`src/rtl/alu_issue_queue.sv`:
```
// rtl/alu_issue_queue.sv - ALU issue queue: buffers uops, snoops regfile writes, issues oldest ready uop (optional stats: ALU_IQ_STATS_EN)
package alu_iq_pkg;
    localparam int XLEN      = 32;
    localparam int IQ_PREG_W = 6;

    typedef struct packed {
        logic                 valid;
        logic [3:0]           op;
        logic [IQ_PREG_W-1:0] rd;
        logic [XLEN-1:0]      r0_val;
        logic [XLEN-1:0]      r1_val;
        logic [XLEN-1:0]      r2_val;
    } rob_issue_t;

    typedef struct packed {
        logic                 en;
        logic [IQ_PREG_W-1:0] index_in;
        logic [XLEN-1:0]      data_in;
    } reg_file_write_port_t;
endpackage

module alu_issue_queue
    import alu_iq_pkg::*;
#(
    parameter int DEPTH  = 8,
    parameter int NUM_WB = 2,
    parameter int PREG_W = IQ_PREG_W
) (
    input  logic                              clk_in,
    input  logic                              rst_in,
    input  logic                              enq_valid_in,
    input  rob_issue_t                        enq_insn_in,
    input  logic [2:0][PREG_W-1:0]            enq_src_phys_in,
    input  logic [2:0]                        enq_src_rdy_in,
    output logic                              enq_ready_out,
    input  reg_file_write_port_t [NUM_WB-1:0] wb_in,
    input  logic                              alu_ready_in,
    output rob_issue_t                        issue_out,
    input  logic                              flush_in
`ifdef ALU_IQ_STATS_EN
    ,
    output logic [31:0]                       stat_issued_out,
    output logic [31:0]                       stat_stall_out
`endif
);
    localparam int AW = $clog2(DEPTH);
    localparam int CW = AW + 1;

    logic                   valid_q [DEPTH];
    logic                   valid_d [DEPTH];
    logic [AW-1:0]          age_q   [DEPTH];
    logic [AW-1:0]          age_d   [DEPTH];
    rob_issue_t             insn_q  [DEPTH];
    rob_issue_t             insn_d  [DEPTH];
    logic [2:0][PREG_W-1:0] phys_q  [DEPTH];
    logic [2:0][PREG_W-1:0] phys_d  [DEPTH];
    logic [2:0]             rdy_q   [DEPTH];
    logic [2:0]             rdy_d   [DEPTH];
    logic [2:0][XLEN-1:0]   val_q   [DEPTH];
    logic [2:0][XLEN-1:0]   val_d   [DEPTH];
    logic [CW-1:0]          count_q, count_d;
    rob_issue_t             issue_q, issue_d;

    logic          cand;
    logic [AW-1:0] sel, sel_age;
    logic          have_free;
    logic [AW-1:0] free_idx;
    logic          do_iss, do_enq;

    assign enq_ready_out = (count_q < CW'(DEPTH));
    assign issue_out     = issue_q;

    // Pick the oldest fully-ready entry (registered readiness only) and the first free slot
    always_comb begin
        cand      = 1'b0;
        sel       = '0;
        sel_age   = '1;
        have_free = 1'b0;
        free_idx  = '0;
        for (int i = 0; i < DEPTH; i++) begin
            if (valid_q[i] && (&rdy_q[i]) && (!cand || age_q[i] < sel_age)) begin
                cand    = 1'b1;
                sel     = AW'(i);
                sel_age = age_q[i];
            end
            if (!valid_q[i] && !have_free) begin
                have_free = 1'b1;
                free_idx  = AW'(i);
            end
        end
        do_iss = cand && alu_ready_in && !flush_in;
        do_enq = enq_valid_in && enq_ready_out && have_free && !flush_in;
    end

    // Entry next state: wakeup snoop, age compaction on issue, enqueue, flush
    always_comb begin
        for (int i = 0; i < DEPTH; i++) begin
            valid_d[i] = valid_q[i];
            age_d[i]   = age_q[i];
            insn_d[i]  = insn_q[i];
            phys_d[i]  = phys_q[i];
            rdy_d[i]   = rdy_q[i];
            val_d[i]   = val_q[i];
            if (do_enq && free_idx == AW'(i)) begin
                valid_d[i] = 1'b1;
                age_d[i]   = AW'(count_q - CW'(do_iss));
                insn_d[i]  = enq_insn_in;
                phys_d[i]  = enq_src_phys_in;
                rdy_d[i]   = enq_src_rdy_in;
                val_d[i][0] = enq_insn_in.r0_val;
                val_d[i][1] = enq_insn_in.r1_val;
                val_d[i][2] = enq_insn_in.r2_val;
            end else if (do_iss && valid_q[i] && age_q[i] > sel_age) begin
                age_d[i] = age_q[i] - 1'b1;
            end
            // Wakeup also covers an entry being written this cycle, so no write is lost
            for (int s = 0; s < 3; s++) begin
                for (int k = 0; k < NUM_WB; k++) begin
                    if (valid_d[i] && !rdy_d[i][s] && wb_in[k].en &&
                        phys_d[i][s] != '0 && wb_in[k].index_in == phys_d[i][s]) begin
                        rdy_d[i][s] = 1'b1;
                        val_d[i][s] = wb_in[k].data_in;
                    end
                end
            end
            if (do_iss && sel == AW'(i)) valid_d[i] = 1'b0;
            if (flush_in) valid_d[i] = 1'b0;
        end
        count_d = flush_in ? '0 : count_q + CW'(do_enq) - CW'(do_iss);
        issue_d = '0;
        if (do_iss) begin
            issue_d        = insn_q[sel];
            issue_d.valid  = 1'b1;
            issue_d.r0_val = val_q[sel][0];
            issue_d.r1_val = val_q[sel][1];
            issue_d.r2_val = val_q[sel][2];
        end
    end

    // Control state: entry valid bits, occupancy and the issue register
    always_ff @(posedge clk_in or posedge rst_in) begin
        if (rst_in) begin
            for (int i = 0; i < DEPTH; i++) valid_q[i] <= 1'b0;
            count_q <= '0;
            issue_q <= '0;
        end else begin
            for (int i = 0; i < DEPTH; i++) valid_q[i] <= valid_d[i];
            count_q <= count_d;
            issue_q <= issue_d;
        end
    end

    // Entry payload needs no reset; it is qualified by valid_q
    always_ff @(posedge clk_in) begin
        for (int i = 0; i < DEPTH; i++) begin
            age_q[i]  <= age_d[i];
            insn_q[i] <= insn_d[i];
            phys_q[i] <= phys_d[i];
            rdy_q[i]  <= rdy_d[i];
            val_q[i]  <= val_d[i];
        end
    end

`ifdef ALU_IQ_STATS_EN
    logic [31:0] stat_issued_q, stat_stall_q;
    assign stat_issued_out = stat_issued_q;
    assign stat_stall_out  = stat_stall_q;

    // Issue and stall counters survive flush, wrap naturally
    always_ff @(posedge clk_in or posedge rst_in) begin
        if (rst_in) begin
            stat_issued_q <= '0;
            stat_stall_q  <= '0;
        end else begin
            if (do_iss) stat_issued_q <= stat_issued_q + 32'd1;
            if (count_q != '0 && !cand && alu_ready_in) stat_stall_q <= stat_stall_q + 32'd1;
        end
    end
`endif
endmodule
```
`config.mk`:
```
export PLATFORM = sky130hd
export DESIGN_NAME = alu_issue_queue
export DESIGN_NICKNAME = d
export VERILOG_FILES = /design/src/rtl/alu_issue_queue.sv
export SDC_FILE = /design/constraint.sdc
export NUM_CORES = 2
export LEC_CHECK = 0
export CAP_MARGIN = 40
export CELL_PAD_IN_SITES_DETAIL_PLACEMENT = 1
export CELL_PAD_IN_SITES_GLOBAL_PLACEMENT = 2
export CORE_MARGIN = 3
export CORE_UTILIZATION = 38
export DETAILED_ROUTE_END_ITERATION = 10
export DONT_BUFFER_PORTS = 1
export PLACE_DENSITY = 0.85
export SKIP_CTS_REPAIR_TIMING = 1
export SLEW_MARGIN = 10
export SYNTH_ARGS = -nofsm -noshare
export SYNTH_HDL_FRONTEND = slang
export SYNTH_SLANG_ARGS = --single-unit
export TNS_END_PERCENT = 20
```
`constraint.sdc`:
```
create_clock -name clk_in -period 11.1 [get_ports clk_in]
set_input_delay 1.665 -clock clk_in [delete_from_list [all_inputs] [get_ports clk_in]]
set_output_delay 1.665 -clock clk_in [all_outputs]
set_load 0.01 [all_outputs]
```
Word level (Yosys, flattened, before mapping)
Memory sizes are Yosys's and may differ from the RTL's.
Index checks and enable logic that the tools add are counted.
Widths: inputs -> output; s select.
{ "word_totals": {"reg_bits": 119, "mem_bits_rw": 1816, "in_bits": 211, "output_inout_bits": 108, "wordCells": 738, "n_memories": 5} }
{ "mem_list": {"columns": ["name", "words", "width", "rd", "rd_ports_with_merged_regs", "wr", "line_no", "text"], "rows": [
  ["insn_q", 8, 107, 1, 0, 1, "53", "rob_issue_t insn_q [DEPTH];"],
  ["val_q", 8, 96, 1, 0, 8, "59", "logic [2:0][XLEN-1:0] val_q [DEPTH];"],
  ["phys_q", 8, 18, 8, 0, 8, "55", "logic [2:0][PREG_W-1:0] phys_q [DEPTH];"],
  ["age_q", 8, 3, 8, 0, 8, "51", "logic [AW-1:0] age_q [DEPTH];"],
  ["rdy_q", 8, 3, 8, 0, 8, "57", "logic [2:0] rdy_q [DEPTH];"]
]} }
{ "op_classes": {"addsub": 11, "n_lt_le_gt_ge": 16, "n_eq_ne": 94, "muxes": 229, "n_reduce_logical": 368} }
{ "op_table": {"columns": ["operator", "n"], "rows": [
  ["$mux 107", 16],
  ["$mux 32", 48],
  ["$mux 96", 8],
  ["$reduce_or 107->1", 7],
  ["$eq 6x6->1", 48],
  ["$logic_and 1x1->1", 251],
  ["$mux 18", 8],
  ["$reduce_bool 6->1", 24],
  ["$mux 3", 47],
  ["$mux 1", 97],
  ["$ne 3x3->1 const B", 24],
  ["$logic_not 1->1", 69],
  ["$eq 3x3->1 const B", 8],
  ["$gt 3x3->1", 8],
  ["$reduce_and 3->1", 8],
  ["$sub 3x1->3 const B", 8],
  ["$lt 3x3->1", 7],
  ["$eq 3x2->1 const B", 4],
  ["$mux 2", 4],
  ["$ne 1x1->1 const B", 8],
  ["$logic_or 1x1->1", 7],
  ["$eq 3x1->1 const B", 2],
  ["$logic_not 3->1", 2],
  ["$add 4x1->4", 1],
  ["4 further kinds", 4]
]} }

Logic depth before layout (Yosys ltp)
An unclocked memory read counts as a cell.
{ "depth": {"ltp_word": 38, "mapped_depth": 52, "depth_no_buf": 49} }

Worst setup path before layout
Ideal clock, no wire load.
{ "synth_path": {"path_kind": "flip-flop to flip-flop", "start": "register valid_q[7] (netlist name)", "end": "memory age_q[1][3] (netlist bit) (enable)", "setup_ps": 355, "arrival_time_ps": 10026, "required_time_ps": 10745, "path_slack_ps": 719, "path_stages_with_launch": 48, "path_buffers": 3, "synth_period_minus_slack_ps": 10381, "cell_sequence": "dfrtp_1 -> buf_4 -> nand4_4 -> nor2_1 -> ha_1 -> a31oi_1 -> and3_1 -> nand2b_1 -> o22ai_1 -> ha_1 -> nand4b_1 -> o2111a_1 -> mux2_2 -> ha_1 -> and2_1 -> a21oi_1 -> mux2i_1 -> inv_1 -> [... 12 more ...] -> inv_1 -> ha_1 -> and3_1 -> a31o_1 -> a21oi_1 -> mux2i_1 -> ha_1 -> and2_1 -> nand2_1 -> inv_1 -> a21oi_1 -> o211ai_4 -> clkbuf_1 -> clkbuf_1 -> o21ai_0 -> ha_1 -> and3_1 -> o31ai_1"} }
{ "synth_rtl": {"columns": ["element", "line_no"], "rows": [
  ["end, declared", "51"]
]} }

==> Implementation_results.wiki <==
{| class="wikitable"
! Metric !! Value
|-
| Clock period minus worst slack || 10670 ps
|-
| Final hold slack || ~520 ps
|-
| Final clock skew || roughly 44 ps
|-
| Critical-path top delay cell || dfxtp_1
|-
| Share of total power consumed by net switching || roughly 25%
|-
| Starting density of the core || between 30% and 40%
|-
| Overall via count from detail_route || between 50000 and 60000
|-
| Starting DRT DRC Count || around 5800
|-
| TritonCTS clock tree || yes
|-
| Number of I/O pins || ~320
|-
| Worst path max stage delay || 440 ps
|-
| Setup TNS after final layout || 0 ps
|-
| R2R setup slack || ~430 ps
|-
| Number of cell rows || approximately 150
|-
| Via count of the first global-routing pass || 57510
|-
| Maximum fanout along the worst path || 8
|-
| Count of inserted antenna diode cells || 0
|-
| Area of placed instances || ~70000 um^2
|-
| Maximum frequency from static timing analysis || approximately 0.094 GHz
|-
| Ys async rst share || between 10% and 20%
|-
| Post-placement setup slack || 61.57 ps
|-
| Die W || ~430 um
|-
| Transition time at the pin with the least slew margin || around 1100 ps
|-
| Number of vias per cell || between 6 and 7
|-
| Post-layout util || between 40% and 50%
|-
| Final #Nets || 6697
|-
| Aggregate global routing overflow || 0
|-
| Clock group share of total power || approximately 45%
|-
| Total core area || 174400 um^2
|-
| Number of distinct library cells after synthesis || 77
|-
| Hold Path Class || flop to flop
|-
| Highest-count cells in the layout ignoring fill and taps || mux2i_1 (948), edfxtp_1 (872), nor2_1 (837), nand2_1 (560), a21oi_1 (507)
|-
| Hpwl dp || about 170000 um
|-
| CTS Root Buffer Type || clkbuf_16
|-
| H-Tree Level Count || 4
|-
| Data arrival, critical path || roughly 11000 ps
|-
| Final critical-path share of the clock period || a little over nine tenths
|-
| Leakage Power || 32.05 nW
|-
| Clock Pin Slew Worst Setup and Hold Paths || about 60 ps
|-
| Initial antenna violation count || 1
|-
| Worst IR Drop VDD || ~170 uV
|-
| Share of power burned in registers || a little under half
|-
| Synthesized area per cell || about 9.8 um^2
|-
| Drc violations || 0
|-
| Max-capacitance violation count || 0
|-
| Crit-path most repeated cell || ha_1
|-
| Global placement routability congestion || 0.8690
|-
| Gate power share || under 10%
|-
| 1st-pass router iterations || 6
|-
| Fraction of final layout cells with drive strength greater than 1 || 9.443%
|-
| Sequential area share after synthesis || between 40% and 50%
|-
| PD cells || 139.0 nW/um^2
|-
| CP endpoint kind || flop
|-
| Remaining antenna violation count after routing || 0
|-
| Number of warning messages in the yosys log || 0
|-
| Setup crit start kind || flop
|-
| Internal power component || roughly 7.8 mW
|-
| Path type of the worst setup path || flop to flop
|-
| First-pass GRT wire length || 399000 um
|-
| Yosys reg bits || about 1200
|-
| Largest net degree at the start of global routing || approximately 160
|-
| Final setup viols || 0
|-
| Relative slew slack || between 20% and 30%
|-
| Ys flop type || edfxtp_1
|-
| Synthesized cell area || 66880 um^2
|-
| Average wire per standard cell || roughly 32 um
|-
| Area growth from synthesis to layout || 11.61%
|-
| Commonest non-fill, non-tap cell in the layout || mux2i_1
|-
| Number of flops mapped to enable cells by yosys || slightly below 900
|-
| Clock net sink count || ~1200
|-
| Outcome || finished, final reports clean
|-
| TritonCTS buffer count || between 100 and 150
|-
| Final worst setup slack || about 430 ps
|-
| Die footprint || roughly 180000 um^2
|-
| Drt total wl || about 280000 um
|-
| Total Routing Usage GR || around 30%
|-
| Number of buffers between clock root and the deepest sink || 3
|-
| Required @ worst endpoint || about 12000 ps
|-
| Number of hold-slack violations in the final timing report || 0
|-
| Vert. Die Dim || about 430 um
|-
| Count of input and output buffers || 0
|-
| Net count of the mapped netlist || between 7000 and 8000
|-
| Switching power summed over all nets || about 2.6 mW
|-
| Mapped Cells || a little under 7000
|-
| Area of all placed cells without fillers || roughly 75000 um^2
|-
| Fillers || ~19000
|-
| Number of pins exceeding their max-slew limit in the final report || 0
|-
| Clock network latency to the later pin of the worst-skew pair || ~800 ps
|}
==> cell families after synthesis <==
kind of cell / after synthesis / share of synthesized area, %
compound gates: 1457 / 13.68
xor+xnor: 308 / 4.033
fa+ha+maj: 45 / 0.8269
buf+inv: 956 / 5.758
flops: 1159 / 48.63
mux: 952 / 14.25
simple gates: 1957 / 12.82
==> through the flow <==
stage | total power, mW | cells
final | 10.38 | 8891
after global routing | 10.69 | 8891
after CTS | 10.41 | 8884
after detailed placement | 5.824 | 8624
after global placement | 5.762 | 8574
after floorplan | 5.685 | 6834
==> cells in the mapped netlist, drive strengths merged, types with 4 or more instances <==
cell | instances | area, um^2
inv | 196 | 735.7
nor4 | 35 | 219.0
dfxtp | 168 | 3363
and2 | 7 | 43.79
nor2b | 10 | 62.56
xor2 | 83 | 727.0
a21o | 9 | 67.56
xnor2 | 225 | 1971
nor3 | 63 | 315.3
ha | 37 | 462.9
dfrtp | 119 | 2978
nand2 | 567 | 2133
or3 | 18 | 112.6
o211ai | 12 | 103.9
nand3 | 108 | 540.5
o21ai | 425 | 2127
clkbuf | 490 | 1839
nand4 | 43 | 290.3
a211oi | 221 | 2135
a31oi | 7 | 50.05
a21oi | 509 | 2551
edfxtp | 872 | 26190
a211o | 4 | 35.03
o22ai | 131 | 819.5
or2 | 4 | 25.03
nand3b | 12 | 90.09
o31ai | 8 | 65.06
nand2b | 8 | 50.05
maj3 | 7 | 70.07
buf | 268 | 1269
nand4b | 4 | 35.03
a31o | 108 | 945.9
and3 | 224 | 1401
mux2i | 950 | 9509
nor2 | 845 | 3172
==> sequential cells by signal, indices dropped and copies added (netlist names) <==
signal	cells
age_q	24
count_q	4
issue_out	107
phys_q	144
insn_q	80
rdy_q	24
valid_q	8
val_q	768
==> cell type report <==
| type | instances | area [um^2] | share of cell area (%) |
|---|---|---|---|
| clock buffer | 208 | 3960 | 5.305 |
| inverter | 198 | 748.2 | 1.002 |
| multi-input combinational | 4719 | 31090 | 41.65 |
| sequential | 1159 | 32530 | 43.57 |
| timing repair buffer | 230 | 2838 | 3.802 |
| clock inverter | 52 | 571.8 | 0.7660 |
| tap | 2325 | 2909 | 3.897 |
==> critical path: cells and delay by family, from the launching register on <==
family | cells | cell delay, ps
buffers and inverters | 5 | 540
adder cells (fa/ha/maj) | 8 | 2170
multiplexers | 5 | 1730
AND/OR/NAND/NOR | 10 | 1740
flip-flops | 1 | 440
AO/OA/AOI/OAI | 19 | 3730
==> routing by layer <==
layer	routed length, um	part of all wire, %	global-route usage, %
met5	13	0.0046	0
met4	15140	5.4	15.30
met3	25940	9.3	6.317
met2	129900	46	48.73
met1	109100	39	37.57
==> power by group through the flow <==
stage / sequential (mW) / combinational [mW] / clock, mW
floorplan: 4.95 / 0.734 / 0
global placement: 4.97 / 0.795 / 0
detailed placement: 4.97 / 0.849 / 0
CTS: 4.88 / 0.856 / 4.67
global route: 4.89 / 0.960 / 4.84
finish: 4.88 / 0.873 / 4.62
==> final timing paths <==
path | from | end | depth (start not counted)
min in group asynchronous | rst_in | issue_out[97] | 1
worst min register to register | val_q[3][89] | issue_out[25] | 2
worst min-delay path | val_q[3][89] | issue_out[25] | 2
worst max-delay path | rdy_q[0][2] | age_q[1][11] | 47
worst max register to register | rdy_q[0][2] | age_q[1][11] | 47
max in group asynchronous | rst_in | issue_out[33] | 2
Power figures use the tool's default switching activity.
